==> config.mk <==
export PLATFORM = sky130hd
export DESIGN_NAME = actor_port_arbiter
export DESIGN_NICKNAME = d
export VERILOG_FILES = /design/src/rtl/actor_port_arbiter_pkg.sv /design/src/rtl/actor_rr_picker.sv /design/src/rtl/actor_port_arbiter.sv
export SDC_FILE = /design/constraint.sdc
export NUM_CORES = 1
export LEC_CHECK = 0
export ABC_AREA = 1
export CAP_MARGIN = 10
export CORE_MARGIN = 2
export CORE_UTILIZATION = 37
export DETAILED_ROUTE_END_ITERATION = 8
export GPL_TIMING_DRIVEN = 0
export PLACE_DENSITY = 0.83
export SLEW_MARGIN = 40
export SYNTH_ARGS = -nofsm -noshare
export SYNTH_HDL_FRONTEND = slang
export SYNTH_SLANG_ARGS = --single-unit
==> constraint.sdc <==
create_clock -name CLK -period 2.4 [get_ports CLK]
set_input_delay 0.72 -clock CLK [delete_from_list [all_inputs] [get_ports CLK]]
set_output_delay 0.72 -clock CLK [all_outputs]
set_load 0.05 [all_outputs]
==> src/rtl/actor_port_arbiter_pkg.sv <==
// Shared types for the actor port arbiter and its round-robin picker.
package actor_port_arbiter_pkg;
  localparam int COUNT_W = 16;
  localparam int OWNER_W = 3;
  localparam int BURST_W = 8;

  typedef enum logic [1:0] {
    ST_IDLE    = 2'd0,
    ST_GRANT   = 2'd1,
    ST_HOLDOFF = 2'd2
  } state_t;
endpackage

==> src/rtl/actor_rr_picker.sv <==
// Combinational round-robin picker: first requester scanning cyclically from last+1.
module actor_rr_picker
  import actor_port_arbiter_pkg::*;
#(
  parameter int NUM_SRC = 4
) (
  input  logic [NUM_SRC-1:0] req,
  input  logic [OWNER_W-1:0] last,
  output logic [OWNER_W-1:0] pick,
  output logic               valid
);

  always_comb begin
    pick  = '0;
    valid = 1'b0;
    for (int k = 1; k <= NUM_SRC; k++) begin
      for (int j = 0; j < NUM_SRC; j++) begin
        if (!valid && req[j] && (((int'(last) + k) % NUM_SRC) == j)) begin
          pick  = OWNER_W'(j);
          valid = 1'b1;
        end
      end
    end
  end

endmodule

==> src/rtl/actor_port_arbiter.sv <==
// Round-robin, burst-bounded sharing of one consumer FIFO port among NUM_SRC actors.
module actor_port_arbiter
  import actor_port_arbiter_pkg::*;
#(
  parameter int NUM_SRC   = 4,
  parameter int DATA_W    = 8,
  parameter int MAX_BURST = 8
) (
  input  logic                       CLK,
  input  logic                       RESET,
  input  logic [NUM_SRC-1:0]         src_REQ,
  input  logic [NUM_SRC*DATA_W-1:0]  src_DATA,
  input  logic [NUM_SRC-1:0]         src_SEND,
  input  logic [NUM_SRC*COUNT_W-1:0] src_COUNT,
  output logic [NUM_SRC-1:0]         src_RDY,
  output logic [NUM_SRC-1:0]         src_ACK,
  output logic [DATA_W-1:0]          dst_DATA,
  output logic                       dst_SEND,
  output logic [COUNT_W-1:0]         dst_COUNT,
  input  logic                       dst_RDY,
  input  logic                       dst_ACK,
  output logic [OWNER_W-1:0]         owner,
  output logic                       busy,
  output logic [31:0]                tokens_total
);

  state_t               state_q, state_d;
  logic [OWNER_W-1:0]   owner_q, last_q, pick;
  logic [BURST_W-1:0]   burst_q;
  logic [31:0]          tokens_q;
  logic                 pick_vld;
  logic [NUM_SRC-1:0]   own_oh;
  logic                 own_req, own_send, accept, grant_exit;

  actor_rr_picker #(.NUM_SRC(NUM_SRC)) u_picker (
    .req   (src_REQ),
    .last  (last_q),
    .pick  (pick),
    .valid (pick_vld)
  );

  // Owner selection is empty outside GRANT, which is what blanks every output there.
  always_comb begin
    own_oh   = '0;
    own_req  = 1'b0;
    own_send = 1'b0;
    for (int i = 0; i < NUM_SRC; i++) begin
      if (state_q == ST_GRANT && owner_q == OWNER_W'(i)) begin
        own_oh[i] = 1'b1;
        own_req   = src_REQ[i];
        own_send  = src_SEND[i];
      end
    end
  end

  assign accept     = own_send & dst_RDY;
  assign grant_exit = (state_q == ST_GRANT) &&
                      (!own_req || (accept && ({1'b0, burst_q} + 9'd1 == 9'(MAX_BURST))));

  always_ff @(posedge CLK or posedge RESET) begin
    if (RESET) state_q <= ST_IDLE;
    else       state_q <= state_d;
  end

  always_comb begin
    state_d = state_q;
    case (state_q)
      ST_IDLE:    if (pick_vld) state_d = ST_GRANT;
      ST_GRANT:   if (grant_exit) state_d = ST_HOLDOFF;
      ST_HOLDOFF: state_d = ST_IDLE;
      default:    state_d = ST_IDLE;
    endcase
  end

  always_comb begin
    src_RDY   = own_oh & {NUM_SRC{dst_RDY}};
    src_ACK   = own_oh & {NUM_SRC{dst_ACK & accept}};
    dst_SEND  = accept;
    dst_DATA  = '0;
    dst_COUNT = '0;
    for (int i = 0; i < NUM_SRC; i++) begin
      if (own_oh[i]) begin
        dst_DATA  = src_DATA[i*DATA_W +: DATA_W];
        dst_COUNT = src_COUNT[i*COUNT_W +: COUNT_W];
      end
    end
    busy         = (state_q == ST_GRANT);
    owner        = busy ? owner_q : '0;
    tokens_total = tokens_q;
  end

  // Burst and token bookkeeping; last is only updated on grant exit.
  always_ff @(posedge CLK or posedge RESET) begin
    if (RESET) begin
      owner_q  <= '0;
      last_q   <= OWNER_W'(NUM_SRC - 1);
      burst_q  <= '0;
      tokens_q <= '0;
    end else begin
      if (state_q == ST_IDLE && pick_vld) begin
        owner_q <= pick;
        burst_q <= '0;
      end
      if (accept) begin
        burst_q  <= burst_q + 8'd1;
        tokens_q <= tokens_q + 32'd1;
      end
      if (grant_exit) last_q <= owner_q;
    end
  end

endmodule

## After elaboration in Yosys (flattened, before gate mapping)

Index checks and enable logic that the tools add are counted.

| operators by class | value |
|---|---|
| divide/modulo/power cells | 0 |
| multiplexer cells | 57 |
| eq/ne operators | 19 |
| magnitude comparators | 0 |
| bitwise gates (word level) | 8 |
| multiply operators | 0 |
| add/sub/neg operators | 7 |
| reduce and logical (&&, ||, !) cells | 67 |
| shift operators | 0 |

Operators with widths:

| kind | number |
|---|---|
| logical NOT 32 bit | 4 |
| two-way mux 16 bit | 4 |
| two-way mux 8 bit | 6 |
| logical AND 1 bit | 38 |
| two-way mux 2 bit | 17 |
| adder 32 x 1 -> 32 bit, second input constant | 1 |
| two-way mux 1 bit | 29 |
| == test 3 bit, second input constant | 8 |
| logical NOT 1 bit | 16 |
| == test 3 x 2 -> 1 bit, second input constant | 4 |
| adder 8 x 1 -> 9 bit, second input constant | 1 |
| == test 9 x 4 -> 1 bit, second input constant | 1 |
| adder 8 x 1 -> 8 bit, second input constant | 1 |
| AND 4 bit | 2 |
| OR reduction 2 bit | 4 |
| adder 2 x 1 -> 2 bit, second input constant | 2 |
| adder 2 bit, second input constant | 2 |
| AND 1 bit, first input constant | 4 |
| == test 2 x 1 -> 1 bit, second input constant | 2 |
| == test 2 bit, second input constant | 2 |
| case mux 2 bit (2 select lines) | 1 |
| logical NOT 3 bit | 1 |
| AND 1 bit | 2 |
| logical NOT 2 bit | 1 |
| 5 further kinds | 5 |

| word-level totals | value |
|---|---|
| output and inout bits | 69 |
| memory bits (writable) | 0 |
| memories kept | 0 |
| latch bits | 0 |
| register bits | 46 |
| logic and storage cells | 163 |
| ROM bits | 0 |

## Depth between registers and ports, before layout

| depth | value |
|---|---|
| word-level depth | 69 |
| depth in mapped cells | 16 |

## Hierarchy

Synthesis repeated with hierarchy kept, for this count alone.

| second synthesis, totals | value |
|---|---|
| cell total of the unflattened synthesis | 568 |
| area total of the unflattened synthesis | 3,773.6 µm² |

Modules (own cells, without submodules):

| module | sequential area each (µm²) | area each (µm²) | cells an instance | instances |
|---|---|---|---|---|
| actor_port_arbiter | 1,203.7 | 3,464.6 | 505 | 1 |
| actor_rr_picker | 0.0 | 309.0 | 63 | 1 |

## Worst setup path after synthesis

Ideal clock, no wire load.

| path | value |
|---|---|
| path kind | reg-to-output |
| from | register state_q[1] |
| to | output port src_ACK[3] |
| path slack | -1.161 ns |
| data required time | 1.680 ns |
| data arrival time | 2.841 ns |
| cell stages (with the launch flop) | 12 |
| cells stage by stage | dfrtp_1 -> nor2_4 -> inv_2 -> nor2_1 -> a21oi_1 -> nand2_2 -> nand2_4 -> inv_4 -> buf_6 -> buf_2 -> nand3_1 -> inv_1 |

| between the ends | value |
|---|---|
| cells in the longest elaborated chain, start to end | 9 |
| elaborated cells on any way between the ends | 13 |
| those cells by class | 1 x eq/ne; 5 x mux; 3 x bitwise; 4 x reduce/logical |

RTL lines:

| element | line | text |
|---|---|---|
| start: declaration | actor_port_arbiter.sv:27 | `state_t state_q, state_d;` |
| start signal: assignment | actor_port_arbiter.sv:62 | `else state_q <= state_d;` |
| == test 2 x 1 -> 1 bit * | - |  |
| net busy | actor_port_arbiter.sv:23 | `output logic busy,` |
| logical AND 1 bit | actor_port_arbiter.sv:48 | `if (state_q == ST_GRANT && owner_q == OWNER_W'(i)) begin` |
| two-way mux 1 bit (3 in series) | actor_port_arbiter.sv:48 |  |
| two-way mux 1 bit * | actor_port_arbiter.sv:48 |  |
| AND 1 bit * | actor_port_arbiter.sv:56 | `assign accept = own_send & dst_RDY;` |
| net dst_SEND | actor_port_arbiter.sv:18 | `output logic dst_SEND,` |
| AND 1 bit * | actor_port_arbiter.sv:77 | `src_ACK = own_oh & {NUM_SRC{dst_ACK & accept}};` |
| AND 4 bit * | actor_port_arbiter.sv:77 |  |
| end: declaration | actor_port_arbiter.sv:16 | `output logic [NUM_SRC-1:0] src_ACK,` |

Mark *: on every way through the listed nets, which the timed path passes. The rest lies on a longest branch.

## Final worst setup path

| path | value |
|---|---|
| from | register owner_q[0] |
| to | output port dst_DATA[1] |

| between the ends | value |
|---|---|
| cells in the longest elaborated chain, start to end | 7 |
| elaborated cells on any way between the ends | 16 |
| those cells by class | 3 x eq/ne; 8 x mux; 5 x reduce/logical |

RTL lines:

| element | line | text |
|---|---|---|
| start: declaration | actor_port_arbiter.sv:28 | `logic [OWNER_W-1:0] owner_q, last_q, pick;` |
| start signal: assignment | actor_port_arbiter.sv:101 | `owner_q <= pick;` |
| logical NOT 3 bit | actor_port_arbiter.sv:48 |  |
| logical AND 1 bit | actor_port_arbiter.sv:48 |  |
| two-way mux 1 bit | actor_port_arbiter.sv:48 |  |
| two-way mux 8 bit (3 in series) | actor_port_arbiter.sv:82 | `if (own_oh[i]) begin` |
| two-way mux 8 bit * | actor_port_arbiter.sv:82 |  |
| end: declaration | actor_port_arbiter.sv:17 | `output logic [DATA_W-1:0] dst_DATA,` |

Mark *: on every way between the ends. The rest lies on a longest branch, timed or not.

==> reports/metrics.cfg <==
[run_status]
outcome = finished, violations left
failed_checks = setup timing

[clock_tree]
clock_latency_ns = 0.31
clk_path_buf_depth = 2
numClockSinks = 46
cts_tree = built
cts-buffers-inserted = 5
cts_root_buf = clkbuf_8
path_clk_slew_ns = 0.09
h-tree-depth = 2

[timing]
drv_slew = 0
fin_ws_ns = -0.315
timing.final.crit_share = 1.13
slew_headroom = 0.643
finalSetupViolCount = 30
worst_pin_slew_ns = 0.535
finalClockSkew_ns = 0.00638
rsz0062_at_grt = true
hold_violations = 0
fin_crit_ns = 2.72
clock.fmax_ghz = 0.368

[detailed_routing]
drtAntennaViolNets = 0
drt-vias-per-instance = 5.07
vias = 4363
drt_iter0_drc = 303
routedWlPerCell_um = 15.8
finalWirelength_mm = 13.6
drc_errors = 0
first_pass_iters = 5

[critical_path]
crit_path_start = owner_q[0]$_DFFE_PP0P_
critical_path_class = reg2out
cp.arrival_ns = 2.00
critPathLaunchType = flop
worstPathRequired_ns = 1.68
r2r-start = state_q[0]$_DFFE_PP0P_
end_kind = output port
crit_path_max_fanout = 4

[power]
p_sw_mw = 3.10
p_clk_frac = 0.100
p_int_mw = 2.73
peakVddDrop_v = 0.000467
fin_total_pwr_mw = 5.83
seq_power_share = 0.180
leakagePower_nw = 2.80
power.density_nw_per_um2 = 961
combinationalPowerShare = 0.720
p_sw_frac = 0.532

[global_route]
grt_antenna_before_repair = 0
grt_pass1_vias = 4219
grt-ovfl-total = 0
grt_max_degree = 46
grt_use_total = 0.248
grt_pass1_wl_mm = 20.6

[synthesis]
yosys_warnings = 0
synth_cells = 525
synthSimpleGateAreaFrac = 0.460
yosys-top-cells-area = dfrtp_1 31%, nand2_1 18%, nand3_1 6.4%, xor2_1 6.1%, nand4_1 5.1%
synth-compound-area-share = 0.0399
synth_seq_cells = 46
synth_top_area_frac = 0.308
synth_top_family_by_area = simple AND/OR/NAND/NOR gates
yosysTopAreaCell = dfrtp_1
synth_mux_area_frac = 0
syn_nets = 636
syn_avg_cell_area_um2 = 6.81
synth_area_um2 = 3580
synth-xor-area-share = 0.0857
synthAdderAreaFrac = 0.0105
ys_types = 38
seq_area_frac_synth = 0.322

[floorplanning]
core_area_um2 = 9330
die-area_um2 = 10500
die_w_um = 102
io_pins = 177
start_util = 0.384
die_h_um = 102
row_count = 35

[placed_design]
dp.cells = 830
placed_area_um2 = 5620
dp_hpwl_mm = 10.0
io_buffers = 175
place_ws_ns = -1.27
gp_congestion = 0.926

[layout]
final_nets = 841
syn2layout_area_growth_pct = 69.7
layout-drive-gt1-share = 0.201
final_cell_area_um2 = 6070
n_fill_cell = 768
layout.cells.non_filler = 861
final_cell_mix = 171 x nand2_1, 129 x clkdlybuf4s50_1, 45 x nand3_1
final_common_cell = nand2_1

[flow_run]
max_cap_viol_count = 0

[min_path]
hp-start = tokens_total[8]$_DFFE_PP0P_
hp-class = reg2reg

final cells by class:
class | instances | area [um^2] | area share
Clock inverter | 2 | 37.5 | 0.00618
Clock buffer | 6 | 72.6 | 0.0120
Buffer | 17 | 158 | 0.0260
Timing Repair Buffer | 200 | 2020 | 0.332
Tap cell | 129 | 161 | 0.0266
Multi-Input combinational cell | 411 | 2260 | 0.372
Antenna cell | 1 | 2.50 | 0.000412
Inverter | 49 | 213 | 0.0350
Sequential cell | 46 | 1150 | 0.190
cell usage after synthesis, drive strengths merged:
master	number
nand2	182
nor2	54
inv	48
nand3	46
dfrtp	44
nand4	33
xor2	25
nor3	22
o21ai	14
clkbuf	11
xnor2	10
buf	8
a221oi	4
nor4	4
or2	4
a21oi	3
ha	3
a31oi	2
dfstp	2
nand3b	2
clkinv	1
conb	1
o22ai	1
or3b	1
registers in the layout, indices dropped and copies added (netlist names):
signal / cells
burst_q: 8
last_q: 2
owner_q: 2
state_q: 2
tokens_total: 32
critical path, cell delays in order, from the launching register on:
cell and delay (ns):
dfrtp_1 0.38, inv_1 0.11, nand2_2 0.13, nor2_4 0.05, buf_4 0.14, buf_4 0.15
buf_4 0.15, a221oi_2 0.29, o21ai_2 0.12, buf_6 0.17
path summary, 6_finish.rpt:
| path | end | slack (ns) | cells after the start |
|---|---|---|---|
| min in group asynchronous | tokens_total[8]$_DFFE_PP0P_ | 0.61 | 2 |
| setup / recovery | dst_DATA[1] | -0.32 | 9 |
| max in group asynchronous | last_q[0]$_DFFE_PP1P_ | 1.34 | 3 |
| setup reg to reg | tokens_total[28]$_DFFE_PP0P_ | 0.20 | 17 |
| hold / removal | tokens_total[8]$_DFFE_PP0P_ | 0.52 | 1 |
| hold reg to reg | tokens_total[8]$_DFFE_PP0P_ | 0.52 | 1 |
metal layers:
layer | vias up | track usage | share of wire | wire length (um)
met1 | 2040 | 0.339 | 0.42 | 5670
met5 | - | 0 | 0 | 0
met4 | 0 | 0.0779 | 0.028 | 374
met3 | 39 | 0.0410 | 0.055 | 745
li1 | 2113 | - | - | -
met2 | 171 | 0.403 | 0.50 | 6770
kinds of logic (layout without fill, tap and decap cells):
logic type | after synthesis | in the layout
buffers and inverters | 68 | 274
adders and majority gates | 3 | 3
xor gates and xnor gates | 35 | 35
and+or+nand+nor | 348 | 348
other | 1 | 2
AOI/OAI and AO/OA | 24 | 24
DFF | 46 | 46
power groups by stage:
stage | registers, mW | clock network (mW) | logic [mW]
after floorplan | 1.25 | 0 | 2.34
after detailed placement | 1.06 | 0 | 3.74
after CTS | 1.05 | 0.588 | 4.04
final | 1.05 | 0.585 | 4.20
after global routing | 1.07 | 0.625 | 4.44
after global placement | 1.05 | 0 | 3.68
per-stage QoR:
step / TNS [ns] / hold WS, ns / utilization
2_1_floorplan: -11.94 / 0.470 / -
3_3_place_gp: -39.10 / 0.497 / 0.599
3_5_place_dp: -28.17 / 0.498 / 0.603
4_1_cts: -5.32 / 0.519 / 0.639
5_1_grt: -8.25 / 0.540 / 0.651
6_report: -4.87 / 0.517 / 0.651
what timing repair did:
action                     in CTS  in global routing
gates resized for setup       261                 30
gates cloned                    1                  0
hold buffers                    0                  0
pin swaps                      11                  7
setup endpoints to repair      39                 48
setup buffers                  14                  9
No activity file was read; power rests on OpenSTA's default activity.
